==> config.mk <==
export PLATFORM = sky130hd
export DESIGN_NAME = lpddr2_avl_bridge_flat
export DESIGN_NICKNAME = d
export VERILOG_FILES = /design/src/rtl/lpddr2_bridge_pkg.sv /design/src/rtl/lpddr2_avl_bridge_if.sv /design/src/rtl/lpddr2_watchdog.sv /design/src/rtl/lpddr2_avl_bridge.sv /design/src/flat_wrapper.sv
export SDC_FILE = /design/constraint.sdc
export NUM_CORES = 1
export LEC_CHECK = 0
export BUFFER_PORTS_ARGS = -buffer_cell sky130_fd_sc_hd__buf_2
export CORE_UTILIZATION = 48
export DETAILED_ROUTE_END_ITERATION = 8
export GPL_TIMING_DRIVEN = 0
export PLACE_DENSITY_LB_ADDON = 0.3
export SKIP_CTS_REPAIR_TIMING = 1
export SYNTH_ARGS = -nofsm -noshare
export SYNTH_HDL_FRONTEND = slang
export SYNTH_SLANG_ARGS = --single-unit
export TNS_END_PERCENT = 1
==> constraint.sdc <==
create_clock -name clk -period 5.25 [get_ports clk]
set_input_delay 0.525 -clock clk [delete_from_list [all_inputs] [get_ports clk]]
set_output_delay 0.525 -clock clk [all_outputs]
set_load 0.01 [all_outputs]
==> src/rtl/lpddr2_bridge_pkg.sv <==
// Shared types and constants for the LPDDR2 Avalon-MM single-word bridge.
package lpddr2_bridge_pkg;

  localparam int unsigned AVL_ADDR_W_DEF = 27;
  localparam int unsigned DATA_W_DEF     = 32;
  localparam logic [31:0] TIMEOUT_FILL   = 32'hDEAD_BEEF;

  typedef enum logic [3:0] {
    ST_INIT    = 4'd0,
    ST_IDLE    = 4'd1,
    ST_WR      = 4'd2,
    ST_RD_CMD  = 4'd3,
    ST_RD_WAIT = 4'd4,
    ST_DONE    = 4'd5
  } state_e;

endpackage

==> src/rtl/lpddr2_avl_bridge_if.sv <==
// Avalon-MM port 0 of the LPDDR2 controller, plus its init-done status.
interface lpddr2_avl_bridge_if #(
  parameter int unsigned AVL_ADDR_W = 27,
  parameter int unsigned DATA_W     = 32
);
  logic                  local_init_done;
  logic                  avl_waitrequest_n;
  logic [AVL_ADDR_W-1:0] avl_address;
  logic                  avl_readdatavalid;
  logic [DATA_W-1:0]     avl_readdata;
  logic [DATA_W-1:0]     avl_writedata;
  logic                  avl_read;
  logic                  avl_write;
  logic                  avl_burstbegin;

  modport master (
    input  local_init_done, avl_waitrequest_n, avl_readdatavalid, avl_readdata,
    output avl_address, avl_writedata, avl_read, avl_write, avl_burstbegin
  );

  modport slave (
    output local_init_done, avl_waitrequest_n, avl_readdatavalid, avl_readdata,
    input  avl_address, avl_writedata, avl_read, avl_write, avl_burstbegin
  );
endinterface

==> src/rtl/lpddr2_watchdog.sv <==
// Read-wait watchdog: counts enabled cycles, flags the last one of TIMEOUT_CYCLES.
module lpddr2_watchdog #(
  parameter int unsigned TIMEOUT_CYCLES = 1024
) (
  input  logic clk,
  input  logic rst,
  input  logic clear,
  input  logic enable,
  output logic expired
);
  localparam int unsigned CNT_W = $clog2(TIMEOUT_CYCLES + 1);

  logic [CNT_W-1:0] cnt;

  // Expired during the TIMEOUT_CYCLES-th enabled cycle so the owner can act on that edge.
  assign expired = enable && (cnt == CNT_W'(TIMEOUT_CYCLES - 1));

  always_ff @(posedge clk or posedge rst) begin
    if (rst)                      cnt <= '0;
    else if (clear)               cnt <= '0;
    else if (enable && !expired)  cnt <= cnt + 1'b1;
  end
endmodule

==> src/rtl/lpddr2_avl_bridge.sv <==
// CPU memory port to LPDDR2 Avalon-MM bridge, one size-1 command per request.
// Optional read watchdog enabled by defining LPDDR2_BRIDGE_TIMEOUT_EN.
module lpddr2_avl_bridge
  import lpddr2_bridge_pkg::*;
#(
  parameter int unsigned AVL_ADDR_W     = AVL_ADDR_W_DEF,
  parameter int unsigned DATA_W         = DATA_W_DEF,
  parameter int unsigned TIMEOUT_CYCLES = 1024
) (
  input  logic                  clk,
  input  logic                  rst,
  input  logic                  read_req,
  input  logic                  write_req,
  input  logic [31:0]           addr,
  input  logic [DATA_W-1:0]     in_data,
  output logic [DATA_W-1:0]     out_data,
  output logic                  done,
  output logic                  busy,
  lpddr2_avl_bridge_if.master   avl,
  output logic [3:0]            c_state,
  output logic                  timeout_err
);

  state_e                state_q, state_d;
  logic [AVL_ADDR_W-1:0] addr_q;
  logic [DATA_W-1:0]     wdata_q;
  logic                  latch_req, latch_wdata, capture, wd_fill;
  logic                  wd_expired;
  logic                  unused_addr_bits;

  // Bits above the word address are dropped, so the space wraps modulo 512 MiB.
  assign unused_addr_bits = ^{addr[31:AVL_ADDR_W+2], addr[1:0]};

  always_ff @(posedge clk or posedge rst) begin
    if (rst) state_q <= ST_INIT;
    else     state_q <= state_d;
  end

  always_comb begin
    state_d     = state_q;
    latch_req   = 1'b0;
    latch_wdata = 1'b0;
    capture     = 1'b0;
    wd_fill     = 1'b0;
    // Losing init aborts whatever is in flight without a done pulse.
    if (state_q != ST_INIT && !avl.local_init_done) begin
      state_d = ST_INIT;
    end else begin
      unique case (state_q)
        ST_INIT:    if (avl.local_init_done) state_d = ST_IDLE;
        ST_IDLE: begin
          if (write_req) begin
            state_d     = ST_WR;
            latch_req   = 1'b1;
            latch_wdata = 1'b1;
          end else if (read_req) begin
            state_d   = ST_RD_CMD;
            latch_req = 1'b1;
          end
        end
        ST_WR:      if (avl.avl_waitrequest_n) state_d = ST_DONE;
        ST_RD_CMD: begin
          if (avl.avl_waitrequest_n) begin
            if (avl.avl_readdatavalid) begin
              capture = 1'b1;
              state_d = ST_DONE;
            end else begin
              state_d = ST_RD_WAIT;
            end
          end
        end
        ST_RD_WAIT: begin
          if (avl.avl_readdatavalid) begin
            capture = 1'b1;
            state_d = ST_DONE;
          end else if (wd_expired) begin
            wd_fill = 1'b1;
            state_d = ST_DONE;
          end
        end
        ST_DONE:    state_d = ST_IDLE;
        default:    state_d = ST_INIT;
      endcase
    end
  end

  always_ff @(posedge clk or posedge rst) begin
    if (rst) begin
      addr_q   <= '0;
      wdata_q  <= '0;
      out_data <= '0;
    end else begin
      if (latch_req)   addr_q  <= addr[AVL_ADDR_W+1:2];
      if (latch_wdata) wdata_q <= in_data;
      if (capture)      out_data <= avl.avl_readdata;
      else if (wd_fill) out_data <= DATA_W'(TIMEOUT_FILL);
    end
  end

  assign avl.avl_write      = (state_q == ST_WR);
  assign avl.avl_read       = (state_q == ST_RD_CMD);
  assign avl.avl_burstbegin = (state_q == ST_WR) || (state_q == ST_RD_CMD);
  assign avl.avl_address    = addr_q;
  assign avl.avl_writedata  = wdata_q;
  assign done               = (state_q == ST_DONE);
  assign busy               = (state_q != ST_IDLE);
  assign c_state            = state_q;

`ifdef LPDDR2_BRIDGE_TIMEOUT_EN
  logic err_q;

  lpddr2_watchdog #(
    .TIMEOUT_CYCLES(TIMEOUT_CYCLES)
  ) u_watchdog (
    .clk     (clk),
    .rst     (rst),
    .clear   (state_q != ST_RD_WAIT),
    .enable  (state_q == ST_RD_WAIT),
    .expired (wd_expired)
  );

  always_ff @(posedge clk or posedge rst) begin
    if (rst)          err_q <= 1'b0;
    else if (wd_fill) err_q <= 1'b1;
  end

  assign timeout_err = err_q;
`else
  localparam int unsigned timeout_unused = TIMEOUT_CYCLES;
  assign wd_expired  = 1'b0;
  assign timeout_err = 1'b0;
`endif

endmodule

==> src/flat_wrapper.sv <==
// flat-port wrapper written by rule: the top's interface ports become plain ports
module lpddr2_avl_bridge_flat import lpddr2_bridge_pkg::*;
#(
  parameter int unsigned AVL_ADDR_W     = AVL_ADDR_W_DEF,
  parameter int unsigned DATA_W         = DATA_W_DEF,
  parameter int unsigned TIMEOUT_CYCLES = 1024
)
  (clk, rst, read_req, write_req, addr, in_data, out_data, done, busy, c_state, timeout_err, avl_local_init_done, avl_avl_waitrequest_n, avl_avl_readdatavalid, avl_avl_readdata, avl_avl_address, avl_avl_writedata, avl_avl_read, avl_avl_write, avl_avl_burstbegin);
  lpddr2_avl_bridge_if #(.AVL_ADDR_W(AVL_ADDR_W), .DATA_W(DATA_W)) avl_i ();
  input  logic clk;
  input  logic rst;
  input  logic read_req;
  input  logic write_req;
  input  logic [31:0] addr;
  input  logic [DATA_W-1:0] in_data;
  output logic [DATA_W-1:0] out_data;
  output logic done;
  output logic busy;
  output logic [3:0] c_state;
  output logic timeout_err;
  input wire logic [$bits(avl_i.local_init_done)-1:0] avl_local_init_done;
  input wire logic [$bits(avl_i.avl_waitrequest_n)-1:0] avl_avl_waitrequest_n;
  input wire logic [$bits(avl_i.avl_readdatavalid)-1:0] avl_avl_readdatavalid;
  input wire logic [$bits(avl_i.avl_readdata)-1:0] avl_avl_readdata;
  output wire logic [$bits(avl_i.avl_address)-1:0] avl_avl_address;
  output wire logic [$bits(avl_i.avl_writedata)-1:0] avl_avl_writedata;
  output wire logic [$bits(avl_i.avl_read)-1:0] avl_avl_read;
  output wire logic [$bits(avl_i.avl_write)-1:0] avl_avl_write;
  output wire logic [$bits(avl_i.avl_burstbegin)-1:0] avl_avl_burstbegin;
  assign avl_i.local_init_done = avl_local_init_done;
  assign avl_i.avl_waitrequest_n = avl_avl_waitrequest_n;
  assign avl_i.avl_readdatavalid = avl_avl_readdatavalid;
  assign avl_i.avl_readdata = avl_avl_readdata;
  assign avl_avl_address = avl_i.avl_address;
  assign avl_avl_writedata = avl_i.avl_writedata;
  assign avl_avl_read = avl_i.avl_read;
  assign avl_avl_write = avl_i.avl_write;
  assign avl_avl_burstbegin = avl_i.avl_burstbegin;
  lpddr2_avl_bridge #(.AVL_ADDR_W(AVL_ADDR_W), .DATA_W(DATA_W), .TIMEOUT_CYCLES(TIMEOUT_CYCLES)) u_core (.clk(clk), .rst(rst), .read_req(read_req), .write_req(write_req), .addr(addr), .in_data(in_data), .out_data(out_data), .done(done), .busy(busy), .avl(avl_i), .c_state(c_state), .timeout_err(timeout_err));
endmodule
==> flow_summary.yaml, run 1 <==
synthesis:
  synth_top_area_cell: "dfrtp_1"
  synth_seq_area_share_pct: 63.77
  synth_edf_count: 0
  syn_avg_cell_area_um2: 15.83
  synth_top_area_share_pct: 63.77
  syn_inst: 233
  async_flop_share_pct: 100.0
  yosys_most_used_dff: "dfrtp_1"
  synth.distinct_cells: 30
  synth_common_cells: "dfrtp_1, mux2_2, buf_4, mux2_1, buf_2"
  ys_warn_count: 0
  synth.most_common_cell: "dfrtp_1"
  synth.area.top_cells: "dfrtp_1, mux2_2, mux2_1"
  syn_area_um2: 3689
  synth-seq-cells: 94
routing:
  via_per_inst: 4.835
  route.met3.wl_um: 561
  topRoutingLayerUsed: "met4"
  drc_errors: 0
  drt_iter0_drc: 101
  firstDrtPassIters: 4
  drt-met1-wl_um: 2988
  wl_um: 8041
  dr_wl_met2_um: 4381
  num_vias: 2630
  antenna_left: 0
  wire_per_inst_um: 14.78
grt:
  antenna_found_initial: 0
  grt_usage_pct: 19.90
  grt_max_degree: 67
  grt-ovfl-total: 0
  grt_pass1_vias: 2520
  grt_pass1_wl_um: 11810
worst_setup_path:
  end_kind: "output pin"
  crit_slowest_cell: "or3b_2"
  slowest_delay_ns: 0.50
  crit_fanout: 10
  arrival_ns: 1.56
  crit_buf_inv: 2
  cp.required_ns: 4.72
  cp_top_family: "simple AND/OR/NAND/NOR gates"
  crit_top_cell: "buf_2"
  critical_path_class: "flop to output pin"
  worstPathCellList: "buf_2, or3b_2, buf_2"
  crit_path_start_kind: "flop"
clock_tree:
  clk_latency_ns: 0.34
  clock-sinks: 94
  htreeDepth: 3
  clk_pin_slew_worst_paths_ns: 0.09
  cts-buffers-inserted: 9
  cts_max_path_buffers: 2
  cts_tree: "built"
  cts-root-buf: "clkbuf_8"
placement:
  gp_congestion: 0.6866
  hpwl_um: 6202
  place_area_um2: 4822
  port_buffers: 195
layout:
  num-fill-cells: 566
  nets: 544
  antennaDiodeCount: 0
  syn2layout_area_growth_pct: 37.11
  seqCellArea_um2: 2352
  final_util_pct: 68.99
  fin_area_um2: 5057
  drive_above_1_share_pct: 71.01
  multiInputGateArea_um2: 1221
sta:
  max_freq_mhz: 480.1
  fin_worst_skew_ns: 0.01111
  finalSetupViolations: 0
  fin_crit_ns: 2.083
  post-route-period-util_pct: 39.68
  hold_viol_final: 0
  finalSetupTns_ns: 0
  slew_violations: 0
  rsz0062_at_grt: "false"
power:
  powerDensity_nw_per_um2: 590.9
  netSwitchingPower_w: 0.0009622
  p_int_w: 0.002026
  p_leak_nw: 2.578
  clockPowerShare_pct: 18.5
  swShare_pct: 32.20
  pwr-share-seq_pct: 42.0
  vdd_drop_max_v: 0.0003286
  pwr-share-comb_pct: 39.6
floorplanning:
  dieArea_um2: 8039
  start_util_pct: 50.32
  fp.dieH_um: 89.66
  die_width_um: 89.66
  placementRows: 31
  core_area_um2: 7331
  pin_count: 204
run:
  maxCapViolCount: 0
run_status:
  status: "finished clean"
min_path:
  hp-class: "primary input to asynchronous set/reset pin"
## metrics by stage
| step | hold WS [ns] | std cells | setup slack, ns | power [W] |
|---|---|---|---|---|
| 2_1_floorplan | 0.5288 | 234 | 2.276 | 0.001937 |
| 3_3_place_gp | 0.4618 | 528 | 1.268 | 0.002405 |
| 3_5_place_dp | 0.4767 | 529 | 3.207 | 0.002472 |
| 4_1_cts | 0.1548 | 544 | 3.155 | 0.003027 |
| 5_1_grt | 0.1633 | 544 | 3.109 | 0.003183 |
| 6_report | 0.1569 | 544 | 3.167 | 0.002989 |
## registers in the layout, indices dropped and copies added (netlist names)
| name | flops |
|---|---|
| u_core.avl.avl_address | 27 |
| u_core.out_data | 32 |
| u_core.c_state | 3 |
| u_core.avl.avl_writedata | 32 |
## worst reg2reg max path, stage by stage, from the launching register on
cell	delay [ns]
dfrtp_1	0.38
buf_2	0.18
or3_1	0.44
a21oi_4	0.25
buf_6	0.19
mux2_2	0.36
## power groups by stage
stage	combinational [W]	clock, W	sequential [W]
6_report	0.00118	0.000552	0.00125
5_1_grt	0.00129	0.000586	0.00131
4_1_cts	0.00120	0.000566	0.00126
3_5_place_dp	0.00120	0	0.00127
3_3_place_gp	0.00116	0	0.00124
2_1_floorplan	0.000489	0	0.00145
## cells by family (layout without fill, tap and decap cells)
group | Yosys count | count (layout) | synth area share [%]
AO/OA/AOI/OAI | 12 | 12 | 2.273
buffers and inverters | 18 | 229 | 3.222
flip-flops | 94 | 94 | 63.77
multiplexers | 91 | 91 | 27.78
other | 1 | 2 | 0.1017
AND/OR/NAND/NOR | 17 | 17 | 2.850
## area by class of cell
type / count / share of cell area (%)
inverters: 4 / 0.3464
well taps: 99 / 2.449
clock inverters: 6 / 2.202
multi-input cells: 122 / 24.15
repair buffers: 196 / 19.84
plain buffers: 14 / 2.053
clock buffers: 9 / 2.449
flip-flops and latches: 94 / 46.51
## layer usage
metal | up-vias | track usage [%]
li1 | 1235 | -
met1 | 1283 | 21.60
met2 | 102 | 36.85
met3 | 10 | 5.119
met4 | 0 | 8.081
met5 | - | 0
## placed cells by master, fill, tap and decap left out, drive strengths merged, types with 3 or more instances in the layout
master,Yosys,layout
bufinv,0,3
a21oi,5,5
mux2,91,91
buf,14,210
clkbuf,0,9
inv,4,4
dfrtp,94,94
## final timing paths
kind                       slack, ns                            start                                  endpoint  depth (start not counted)
max reg2reg                     3.34    u_core.c_state[1]$_DFFE_PP0P_           u_core.out_data[21]$_DFFE_PP0P_                          5
min in group clk                0.39             avl_avl_readdata[12]           u_core.out_data[12]$_DFFE_PP0P_                          2
min reg2reg                     0.49  u_core.out_data[12]$_DFFE_PP0P_           u_core.out_data[12]$_DFFE_PP0P_                          1
max in group asynchronous       4.44                              rst            u_core.out_data[8]$_DFFE_PP0P_                          3
min                             0.16                              rst  u_core.avl.avl_writedata[24]$_DFFE_PP0P_                          2
max                             3.17    u_core.c_state[1]$_DFFE_PP0P_                                      busy                          3
Power figures use the tool's default switching activity.
==> run 2: changes to the inputs <==
--- a/config.mk
+++ b/config.mk
@@ -6,7 +6,7 @@
 export NUM_CORES = 1
 export LEC_CHECK = 0
 export BUFFER_PORTS_ARGS = -buffer_cell sky130_fd_sc_hd__buf_2
-export CORE_UTILIZATION = 48
+export CORE_UTILIZATION = 44
 export DETAILED_ROUTE_END_ITERATION = 8
 export GPL_TIMING_DRIVEN = 0
 export PLACE_DENSITY_LB_ADDON = 0.3
==> constraint.sdc (replaced) <==
create_clock -name clk -period 1.95 [get_ports clk]
set_input_delay 0.195 -clock clk [delete_from_list [all_inputs] [get_ports clk]]
set_output_delay 0.195 -clock clk [all_outputs]
set_load 0.01 [all_outputs]
==> run 2 against run 1 <==
Final area increased by 0.49%. Non-clock buffer count increased by 8. Clock power increased by 100%. Highest routed layer unchanged. Worst setup slack got worse by 3.1 ns. First-iteration DRC count decreased by 46%. Via count increased by 0.34%. Total power increased to 2.6 times the previous value. Critical endpoint is now u_core.out_data[5]$_DFFE_PP0P_. Flip-flop and latch count unchanged. Routed wire length decreased by 3.5%. Clock skew decreased by 0.0018 ns. Core utilization decreased by 6.8 points.
==> flow_summary.yaml, run 2 (synthesis gave the netlist of run 1 again) <==
sta:
  slew_violations: 0
  rsz0062_at_grt: "true"
  fin_worst_skew_ns: 0.009331
  finalSetupViolations: 0
  post-route-period-util_pct: 97.25
  fin_crit_ns: 1.896
  hold_viol_final: 0
  max_freq_mhz: 527.3
min_path:
  hold_path_depth: 2
  hold_start: "avl_avl_readdata[7]"
  hold_end: "u_core.out_data[7]$_DFFE_PP0P_"
  hp-class: "primary input to flop"
routing:
  via_per_inst: 4.713
  drt_iter0_drc: 55
  wire_per_inst_um: 13.86
  antenna_left: 0
  drc_errors: 0
  num_vias: 2639
  wl_um: 7760
  firstDrtPassIters: 4
power:
  power_w: 0.007680
  clockPowerShare_pct: 14.5
  powerDensity_nw_per_um2: 1511
  netSwitchingPower_w: 0.002580
  pwr-share-comb_pct: 41.5
  vdd_drop_max_v: 0.0008804
  p_leak_nw: 2.581
  p_int_w: 0.005100
  pwr-share-seq_pct: 44.0
  swShare_pct: 33.59
placement:
  hpwl_um: 5902
  gp_congestion: 0.7502
  dp_cells: 536
  port_buffers: 195
floorplanning:
  core_area_um2: 8175
  fp.dieH_um: 93.56
  placementRows: 33
  start_util_pct: 45.12
  pin_count: 204
  die_width_um: 93.56
  dieArea_um2: 8753
worst_setup_path:
  arrival_ns: 2.13
  slowest_delay_ns: 0.42
  crit_slowest_cell: "or3_4"
  timing.rr.end: "u_core.out_data[5]$_DFFE_PP0P_"
  crit_fanout: 10
  cp.required_ns: 2.19
  reg2reg_slack_ns: 0.05
  timing.rr.start: "u_core.c_state[1]$_DFFE_PP0P_"
  reg2reg_depth: 6
  crit_path_start_kind: "flop"
  critical_path_class: "flop to flop"
  worstPathCellList: "buf_2, or3_4, a21oi_4, buf_4, buf_4, mux2_2"
  crit_top_cell: "buf_4"
  end_kind: "flop"
run_status:
  status: "finished clean"
grt:
  grt_max_degree: 44
  grt-ovfl-total: 0
  antenna_found_initial: 1
  grt_usage_pct: 17.48
  grt_pass1_vias: 2655
  grt_pass1_wl_um: 11880
layout:
  num-fill-cells: 695
  nets: 552
  drive_above_1_share_pct: 71.15
  fin_cells: 560
  layout_common_cells: "buf_2, dfrtp_1, mux2_2, clkbuf_8, buf_4"
  syn2layout_area_growth_pct: 37.79
  layout_commonest_cell: "buf_2"
clock_tree:
  clock-sinks: 94
  cts-buffers-inserted: 9
  cts_max_path_buffers: 2
  htreeDepth: 3
  cts-root-buf: "clkbuf_8"
  clk_pin_slew_worst_paths_ns: 0.09
  cts_tree: "built"
  clk_latency_ns: 0.34
run:
  maxCapViolCount: 0
## run 2: cell count changes in the layout (fill, tap and decap cells not counted), sizes merged
cell         previous run  this run
clkbuf                  9        11
dlygate4sd3             0         1
inv                     4         3
diode                   0         1
bufinv                  3         0
buf                   210       217
clkinvlp                1         4
## run 2: critical path, delay by kind of cell, from the launching register on
family                 cells  cell delay [ns]
flip-flops                 1             0.38
multiplexers               1             0.33
buffers and inverters      3             0.50
AND/OR/NAND/NOR            1             0.42
AO/OA/AOI/OAI              1             0.15
## run 2: routing by layer
metal | global-route usage [%] | wire [um]
met1 | 19.98 | 3036
met2 | 31.19 | 4132
met3 | 4.715 | 483
met4 | 6.410 | 108
met5 | 0 | 0
## run 2: power by group through the flow
stage | logic, W | clock network, W | registers [W]
final | 0.00319 | 0.00111 | 0.00338
after detailed placement | 0.00321 | 0 | 0.00342
after global routing | 0.00346 | 0.00122 | 0.00350
after CTS | 0.00320 | 0.00117 | 0.00339
after floorplan | 0.00132 | 0 | 0.00390
after global placement | 0.00312 | 0 | 0.00336
## run 2: per-stage QoR
step / area [um^2] / worst slack (ns) / setup TNS [ns] / util [%] / hold WS (ns)
finish: 5082 / 0.05359 / 0 / 62.17 / 0.05990
global placement: 4803 / 0.04452 / 0 / 58.75 / 0.4112
detailed placement: 4843 / 0.03059 / 0 / 59.24 / 0.1892
floorplan: 3696 / 0.1369 / 0 / - / 0.3267
global route: 5082 / -0.009966 / -0.04925 / 62.17 / 0.05445
CTS: 5011 / 0.02009 / 0 / 61.29 / -0.2013
## run 2: worst max path at each step
stage / from / endpoint / slack [ns]
after CTS: u_core.c_state[1]$_DFFE_PP0P_ / u_core.out_data[1]$_DFFE_PP0P_ / 0.02
after floorplan: u_core.c_state[1]$_DFFE_PP0P_ / u_core.out_data[0]$_DFFE_PP0P_ / 0.14
final: u_core.c_state[1]$_DFFE_PP0P_ / u_core.out_data[5]$_DFFE_PP0P_ / 0.05
after global routing: u_core.c_state[1]$_DFFE_PP0P_ / u_core.out_data[5]$_DFFE_PP0P_ / -0.01
after global placement: rst / u_core.out_data[3]$_DFFE_PP0P_ / 0.04
after detailed placement: u_core.c_state[1]$_DFFE_PP0P_ / u_core.out_data[6]$_DFFE_PP0P_ / 0.03
## run 2: area by class of cell
class | count | area [um^2] | share of cell area (%)
clock buffers | 11 | 131.4 | 2.585
clock inverters | 5 | 36.28 | 0.7139
diodes | 1 | 2.502 | 0.04924
well taps | 105 | 131.4 | 2.585
multi-input cells | 122 | 1226 | 24.13
repair buffers | 204 | 1069 | 21.02
flip-flops and latches | 94 | 2352 | 46.28
inverters | 4 | 18.77 | 0.3693
plain buffers | 14 | 115.1 | 2.265
==> run 3: changes to the inputs <==
--- a/config.mk
+++ b/config.mk
@@ -9,6 +9,7 @@
 export CORE_UTILIZATION = 44
 export DETAILED_ROUTE_END_ITERATION = 8
 export GPL_TIMING_DRIVEN = 0
+export MAX_ROUTING_LAYER = met4
 export PLACE_DENSITY_LB_ADDON = 0.3
 export SKIP_CTS_REPAIR_TIMING = 1
 export SYNTH_ARGS = -nofsm -noshare
==> run 3 against run 2 <==
Final cell count unchanged. Count of clock-buffer cells in the layout unchanged. Critical endpoint unchanged. Largest power group unchanged. Combinational power about the same. Global-route usage up 0.49 points. Critical path depth unchanged.
==> flow_summary.yaml, run 3 (synthesis gave the netlist of run 1 again) <==
worst_setup_path:
  crit_top_cell: "buf_4"
  critical_path.startpoint: "u_core.c_state[1]$_DFFE_PP0P_"
  reg2reg_depth: 6
  cp_top_family: "buffers and inverters"
  cp.required_ns: 2.19
  timing.rr.end: "u_core.out_data[5]$_DFFE_PP0P_"
  critical_path_class: "flop to flop"
  crit_path_start_kind: "flop"
  slowest_delay_ns: 0.42
  reg2reg_slack_ns: 0.06
  timing.rr.start: "u_core.c_state[1]$_DFFE_PP0P_"
  cp.depth: 6
  crit_slowest_cell: "or3_4"
  worstPathCellList: "buf_2, or3_4, a21oi_4, buf_4, buf_4, mux2_2"
  crit_buf_inv: 3
  endpoint: "u_core.out_data[5]$_DFFE_PP0P_"
  end_kind: "flop"
  crit_fanout: 10
  arrival_ns: 2.13
routing:
  wire_per_inst_um: 13.85
  antenna_left: 0
  drt-met1-wl_um: 3068
  route.met3.wl_um: 463
  num_vias: 2649
  via_per_inst: 4.730
  topRoutingLayerUsed: "met4"
  drc_errors: 0
  firstDrtPassIters: 4
  dr_wl_met2_um: 4082
  wl_um: 7756
  drt_iter0_drc: 63
placement:
  port_buffers: 195
  place_area_um2: 4843
  hpwl_um: 5902
  gp_congestion: 0.7598
  dp_cells: 536
clock_tree:
  clk_pin_slew_worst_paths_ns: 0.09
  cts_tree: "built"
  htreeDepth: 3
  clk_latency_ns: 0.34
  clock-sinks: 94
  cts-root-buf: "clkbuf_8"
  cts_max_path_buffers: 2
  cts-buffers-inserted: 9
grt:
  grt_usage_pct: 17.97
  antenna_found_initial: 1
  grt_pass1_vias: 2656
  grt_max_degree: 44
  grt_pass1_wl_um: 11880
  grt-ovfl-total: 0
sta:
  max_freq_mhz: 528.2
  finalSetupTns_ns: 0
  hold_viol_final: 0
  fin_crit_ns: 1.893
  fin_worst_skew_ns: 0.01146
  post-route-period-util_pct: 97.08
  finalSetupViolations: 0
  slew_violations: 0
  rsz0062_at_grt: "true"
floorplanning:
  fp.dieH_um: 93.56
  start_util_pct: 45.12
  die_width_um: 93.56
  placementRows: 33
  dieArea_um2: 8753
  pin_count: 204
  core_area_um2: 8175
layout:
  layout_commonest_cell: "buf_2"
  nets: 552
  final_util_pct: 62.17
  fin_area_um2: 5082
  layout_common_cells: "buf_2, dfrtp_1, mux2_2, clkbuf_8, buf_4"
  drive_above_1_share_pct: 71.15
  fin_cells: 560
  syn2layout_area_growth_pct: 37.79
min_path:
  hold_start: "avl_avl_readdata[7]"
  hp-class: "primary input to flop"
power:
  powerDensity_nw_per_um2: 1510
  vdd_drop_max_v: 0.0008797
  p_leak_nw: 2.581
run_status:
  status: "finished clean"
run:
  maxCapViolCount: 0
-- run 3: final cells by class --
cell class | count | area (um^2)
clock inverter | 5 | 36.28
inverter | 4 | 18.77
fill | 695 | 3093
clock buffer | 11 | 131.4
tap | 105 | 131.4
sequential | 94 | 2352
timing repair buffer | 204 | 1069
antenna | 1 | 2.502
buffer | 14 | 115.1
multi-input combinational | 122 | 1226
-- run 3: through the flow --
| step | hold WS (ns) | power, W | setup WS (ns) |
|---|---|---|---|
| CTS | -0.2013 | 0.007762 | 0.02009 |
| global placement | 0.4112 | 0.006475 | 0.04452 |
| detailed placement | 0.1892 | 0.006626 | 0.03059 |
| finish | 0.06099 | 0.007677 | 0.05693 |
| global route | 0.05445 | 0.008177 | -0.009966 |
| floorplan | 0.3267 | 0.005215 | 0.1369 |
-- run 3: where the power goes --
group	switching, W	leakage, nW	total [W]	internal, W
combinational	0.00148	1.37	0.00319	0.00171
clock	0.000647	0.0755	0.00111	0.000465
sequential	0.000451	1.13	0.00338	0.00293
-- run 3: routing by layer --
layer | GRT usage (%) | up-vias
li1 | - | 1249
met1 | 20.09 | 1288
met2 | 31.19 | 104
met3 | 4.553 | 8
met4 | 6.410 | 0
met5 | - | -
-- run 3: how the worst min path moves through the flow --
stage / endpoint / slack [ns] / cells after the start
after floorplan: u_core.avl.avl_writedata[23]$_DFFE_PP0P_ / 0.33 / 1
after global placement: u_core.avl.avl_writedata[9]$_DFFE_PP0P_ / 0.41 / 2
after detailed placement: u_core.avl.avl_writedata[6]$_DFFE_PP0P_ / 0.19 / 2
after CTS: u_core.avl.avl_writedata[0]$_DFFE_PP0P_ / -0.20 / 2
after global routing: u_core.avl.avl_address[6]$_DFFE_PP0P_ / 0.05 / 2
final: u_core.out_data[7]$_DFFE_PP0P_ / 0.06 / 2
